### config.mk
export PLATFORM = sky130hd
export DESIGN_NAME = inst_fetch_unit
export DESIGN_NICKNAME = d
export VERILOG_FILES = /design/src/rtl/inst_fetch_unit.sv
export SDC_FILE = /design/constraint.sdc
export NUM_CORES = 2
export LEC_CHECK = 0
export BUFFER_PORTS_ARGS = -buffer_cell sky130_fd_sc_hd__buf_2
export CAP_MARGIN = 20
export CORE_ASPECT_RATIO = 1.25
export CORE_MARGIN = 5
export CORE_UTILIZATION = 39
export DETAILED_ROUTE_END_ITERATION = 16
export SYNTH_ARGS = -nofsm -noshare
export SYNTH_HDL_FRONTEND = slang
export SYNTH_SLANG_ARGS = --single-unit
export TNS_END_PERCENT = 100
### constraint.sdc
create_clock -name clk -period 4.05 [get_ports clk]
set_clock_uncertainty 0.05 [all_clocks]
set_input_delay 0.2025 -clock clk [delete_from_list [all_inputs] [get_ports clk]]
set_output_delay 0.2025 -clock clk [all_outputs]
set_load 0.02 [all_outputs]
### src/rtl/inst_fetch_unit.sv
// Instruction RAM with boot-load phase and fetch FSM for stack_cpu.
// Optional bounds checking of fetch PCs is enabled by defining FETCH_BOUNDS_CHECK_EN.
module inst_fetch_unit #(
   parameter int unsigned DATA_W = 32,
   parameter int unsigned DEPTH  = 64,
   localparam int unsigned ADDR_W = $clog2(DEPTH)
) (
   input  logic              clk,
   input  logic              rst_n,
   input  logic              load_valid,
   input  logic [ADDR_W-1:0] load_addr,
   input  logic [DATA_W-1:0] load_data,
   input  logic              load_done,
   output logic              load_ready,
   output logic [ADDR_W:0]   prog_len,
   input  logic              cpu_inst_complete,
   input  logic [DATA_W-1:0] cpu_pc_next,
   output logic [DATA_W-1:0] cpu_inst,
   output logic              cpu_inst_ready,
   output logic              busy,
   output logic [15:0]       fetch_count,
   output logic              fetch_fault
);

   typedef enum logic [1:0] {StLoad, StIdle, StRd, StResp} state_e;

   state_e              state_q, state_d;
   logic [DATA_W-1:0]   cpu_inst_q, cpu_inst_d;
   logic                inst_ready_q, inst_ready_d;
   logic [ADDR_W:0]     prog_len_q, prog_len_d;
   logic [15:0]         fetch_count_q, fetch_count_d;
   logic [DATA_W-1:0]   ram [DEPTH];
   logic [DATA_W-1:0]   ram_dout_q;
   logic                ram_we, ram_re;
   logic [ADDR_W:0]     load_end;

`ifdef FETCH_BOUNDS_CHECK_EN
   logic                fault_q, fault_d;
   logic                pc_oob;

   assign pc_oob      = cpu_pc_next >= DATA_W'(prog_len_q);
   assign fetch_fault = fault_q;
`else
   logic                unused_pc_hi;

   assign unused_pc_hi = ^cpu_pc_next[DATA_W-1:ADDR_W];
   assign fetch_fault  = 1'b0;
`endif

   assign load_end = {1'b0, load_addr} + 1'b1;

   always_comb begin
      state_d       = state_q;
      cpu_inst_d    = cpu_inst_q;
      inst_ready_d  = 1'b0;
      prog_len_d    = prog_len_q;
      fetch_count_d = fetch_count_q;
      ram_we        = 1'b0;
      ram_re        = 1'b0;
`ifdef FETCH_BOUNDS_CHECK_EN
      fault_d       = fault_q;
`endif
      unique case (state_q)
         StLoad: begin
            if (load_valid) begin
               ram_we = 1'b1;
               if (load_end > prog_len_q) prog_len_d = load_end;
            end
            if (load_done) state_d = StIdle;
         end
         StIdle: begin
            if (cpu_inst_complete) begin
`ifdef FETCH_BOUNDS_CHECK_EN
               if (pc_oob) begin
                  // Out-of-range fetch answers with a NOP instead of touching RAM.
                  fault_d      = 1'b1;
                  cpu_inst_d   = '0;
                  inst_ready_d = 1'b1;
               end else begin
                  ram_re  = 1'b1;
                  state_d = StRd;
               end
`else
               ram_re  = 1'b1;
               state_d = StRd;
`endif
            end
         end
         StRd: begin
            // Register the RAM word now so it is visible alongside the ready pulse in RESP.
            state_d      = StResp;
            cpu_inst_d   = ram_dout_q;
            inst_ready_d = 1'b1;
            if (fetch_count_q != 16'hFFFF) fetch_count_d = fetch_count_q + 16'd1;
         end
         StResp: begin
            state_d = StIdle;
         end
         default: begin
            state_d = StLoad;
         end
      endcase
   end

   always_ff @(posedge clk) begin
      if (!rst_n) begin
         state_q       <= StLoad;
         cpu_inst_q    <= '0;
         inst_ready_q  <= 1'b0;
         prog_len_q    <= '0;
         fetch_count_q <= '0;
`ifdef FETCH_BOUNDS_CHECK_EN
         fault_q       <= 1'b0;
`endif
      end else begin
         state_q       <= state_d;
         cpu_inst_q    <= cpu_inst_d;
         inst_ready_q  <= inst_ready_d;
         prog_len_q    <= prog_len_d;
         fetch_count_q <= fetch_count_d;
`ifdef FETCH_BOUNDS_CHECK_EN
         fault_q       <= fault_d;
`endif
      end
   end

   // Contents survive reset; only writes are suppressed while reset is asserted.
   always_ff @(posedge clk) begin
      if (ram_we && rst_n) ram[load_addr] <= load_data;
      if (ram_re) ram_dout_q <= ram[cpu_pc_next[ADDR_W-1:0]];
   end

   assign load_ready     = (state_q == StLoad);
   assign busy           = (state_q == StRd) || (state_q == StResp);
   assign prog_len       = prog_len_q;
   assign cpu_inst       = cpu_inst_q;
   assign cpu_inst_ready = inst_ready_q;
   assign fetch_count    = fetch_count_q;

endmodule

==> run metrics <==
upper clock frequency limit=roughly 320 MHz; DRC violation count after routing=0; synth top area cells=edfxtp_1 77%, mux4_2 13%, mux2i_1 2.2%; H-Tree Level Count=4; sequential share of the synthesized area=between 70% and 80%; cell with the biggest individual delay on the critical path=a31oi_1; Max-Cap Viols=0; post-synthesis cell count=3,697; count of standard-cell rows=187; source of the critical timing path=load_addr[1]; total overflow reported by the global router=0; count of warnings emitted by yosys=0; CP required=between 4000 and 5000 ps; number of setup buffers added after CTS=0; dominant cell by count in the synthesized netlist=edfxtp_1; Power Internal=35.8 mW; endpoint class of the critical path=flop; pin count of the biggest net entering global routing=73; final clock period utilization by the worst path=between 70 and 80%; nets@finish=4,159; starting density of the core=~39%; TritonCTS clock tree=yes; Floorplan Core Area=about 210,000 um2; fraction of synthesized cell area taken by the top area cell type=approximately three quarters; clock buffers created by TritonCTS=about 200; Worst Hold Class=in2reg; proportion of synthesized flip-flops having asynchronous set or reset=0%; Slew Limit Fails=0; number of distinct library cells after synthesis=55; final hold viol count=0; top cell types by occurrence after synthesis=2,080 x edfxtp_1, 466 x mux4_2, 180 x mux2i_1; RSZ-0062 raised after global routing=no; Hold Worst Slack=between 150 and 200 ps; ratio of cells with drive above 1 in the final layout=roughly 28%; cell type with the highest aggregate area in the netlist=edfxtp_1; routed vias/inst=around 5.7; number of flops mapped to enable cells by yosys=2,080; endpoint arrival time on the critical path=between 3000 and 4000 ps; Clock Tree Buf Depth=3; simple-gate share of the synthesized area=about 1.7%; normalized max-slew margin=a little under a quarter; number of global-route vias before repair=around 40,000; xor/xnor share of the synthesized area=0.140%; part of the total power dissipated in the clock network=around two fifths; status=finished clean; CTS sink cnt=between 2,000 and 2,500; IO buf count=about 110; CP cell instances=dlygate4sd3_1, buf_2, ha_1, nand3_1, xnor2_1, ha_1, a21oi_1, nor2b_1, o21ai_0, a31oi_1, mux2i_1, dlygate4sd3_1; Seq pwr share=53.6%; setup slack, reg-to-reg=1100 ps; Leakage Power=about 30 nW; count of TritonRoute iterations in the first routing pass=5; critical-path maximum fanout=7; accumulated negative setup slack=0 ps; final weighted congestion of routability-driven global placement=0.793; antenna-violating nets left=0; number of top-level pins=134; antenna violations before repair=6; dominant combinational cell family by area after synthesis=multiplexers; worst hold path startpoint=load_data[0]; average cell area after synthesis=between 20 and 25 um2; Post-CTS Resized=0; compound-gate portion of the synthesized area=under 10%; Sw Ratio=between 20% and 30%; area growth from synthesis to layout=15.6%; final WL=210,000 um; routed via count=39,500; stage delay of the slowest cell on the critical path=880 ps; first-pass GRT wire length=between 200,000 and 300,000 um; Setup Crit Path Kind=in2reg; Yosys reg bits=2,138; R2R Path Start=state_q[0]; crit path launch type=input pin; Post-Synthesis Cell Area=81,600 um2; combined global-route utilization of all metal layers=19.0%; Switch Pwr=around 9.8 mW; post-layout min period=a little over 3000 ps; IR drop worst, VDD=between 0.3 and 0.4 mV; part of the total power dissipated in combinational logic=between 5 and 6%; number of nets produced by synthesis=about 3,800; dominant register cell in the synthesized netlist=edfxtp_1; power density over the cells=roughly 480 nW/um2; vertical extent of the die=around 520 um; CTS clk-pin slew, worst paths=~60 ps; post-route total power=around 46 mW; insertion delay to the later sink of the worst-skew pair=roughly 820 ps; actual transition at the worst max-transition pin=1150 ps; setup-violating endpoint count in the final report=0; Chip Width=around 420 um; floorplan die area=approximately 220,000 um2; detailed placement HPWL=118,000 um; DRC violation total after the first TritonRoute iteration=3,795; clock root buffer=clkbuf_16; routed length per instance=~30 um; multiplexer area fraction after synthesis=roughly 15%; share of synthesized cell area in full adder, half adder and majority cells=less than 1%
-- placed cells by master (no fill, tap or decap), drive strengths merged, types with 5 or more instances in the layout --
cell / count
dfxtp: 58
nor2: 146
buf: 325
ha: 13
inv: 24
a21oi: 69
nand3: 14
nor4: 5
mux4: 468
a22o: 52
edfxtp: 2080
or2: 7
mux2: 23
and3: 6
clkinv: 87
mux2i: 180
a311oi: 8
nor2b: 11
o21ai: 10
o221ai: 20
clkbuf: 243
nor3: 34
nand2b: 11
xor2: 7
bufinv: 20
a22oi: 21
xnor2: 6
nand2: 39
diode: 5
o22a: 8
o22ai: 80
a221oi: 52
and2: 9
or3: 6
dlygate4sd3: 53
nand3b: 5
clkinvlp: 7
-- state kept, by name, summed over array words and instances, names as in the netlist --
signal and flops:
fetch_count 16, state_q 2, ram 2048, cpu_inst 32
ram_dout_q 32, prog_len 7, cpu_inst_ready 1
-- metrics by stage --
stage,std cells,worst slack (ps),util (%),cell area [um2]
floorplan,3697,929,-,81600
global placement,6547,805,41.9,87100
detailed placement,6547,817,41.9,87100
CTS,6955,1030,45.2,94000
global route,6981,765,45.4,94400
finish,6984,958,45.4,94400
-- power by group through the flow --
stage | sequential, mW | clock [mW] | combinational, mW
finish | 24.5 | 18.5 | 2.63
global route | 24.5 | 19.8 | 2.80
CTS | 24.5 | 18.9 | 2.64
detailed placement | 24.9 | 0 | 2.59
global placement | 24.9 | 0 | 2.55
floorplan | 25.0 | 0 | 1.34
-- final cells by class --
cell class | count | area (um2)
fillers | 17200 | 114000
clock inverters | 124 | 1230
diodes | 5 | 12.5
well taps | 2740 | 3430
repair buffers | 378 | 3560
inverters | 14 | 52.6
multi-input cells | 1342 | 17300
clock buffers | 243 | 5190
flip-flops and latches | 2138 | 63600
-- worst max-delay path, delay by kind of cell --
| family | cells | cell delay (ps) |
|---|---|---|
| adders and majority gates | 2 | 560 |
| and+or+nand+nor | 2 | 210 |
| muxes | 1 | 310 |
| xor gates and xnor gates | 1 | 170 |
| buffers and inverters | 3 | 1300 |
| AOI/OAI and AO/OA | 3 | 1040 |
-- logic make-up after synthesis --
group | Yosys count
AOI/OAI and AO/OA | 337
DFF | 2138
muxes | 671
buffers and inverters | 217
xor gates and xnor gates | 13
adders and majority gates | 13
other | 1
and+or+nand+nor | 307
-- routing by layer --
layer  GRT usage [%]  vias to the layer above  wire [um]  share of wire (%)
met5               0                        -          0                  0
met4            6.12                        0       6910                3.3
met3            3.21                      290      13000                6.2
met2            32.8                     1368     108000                 51
met1            24.7                    21500      82600                 39
li1                -                    16400          -                  -
-- timing repair --
item,CTS,global route
endpoints found under the setup margin,0,0
endpoints found under the hold margin,576,543
hold buffers,41,12
-- path summary, 6_finish.rpt --
path / end / cells past startpoint
worst max-delay path: prog_len[3] / 12
worst min register to register: cpu_inst[15] / 2
worst min-delay path: ram[22][0] / 1
worst max register to register: ram[20][16] / 7
Note: power is estimated with default switching activity, not from simulation.
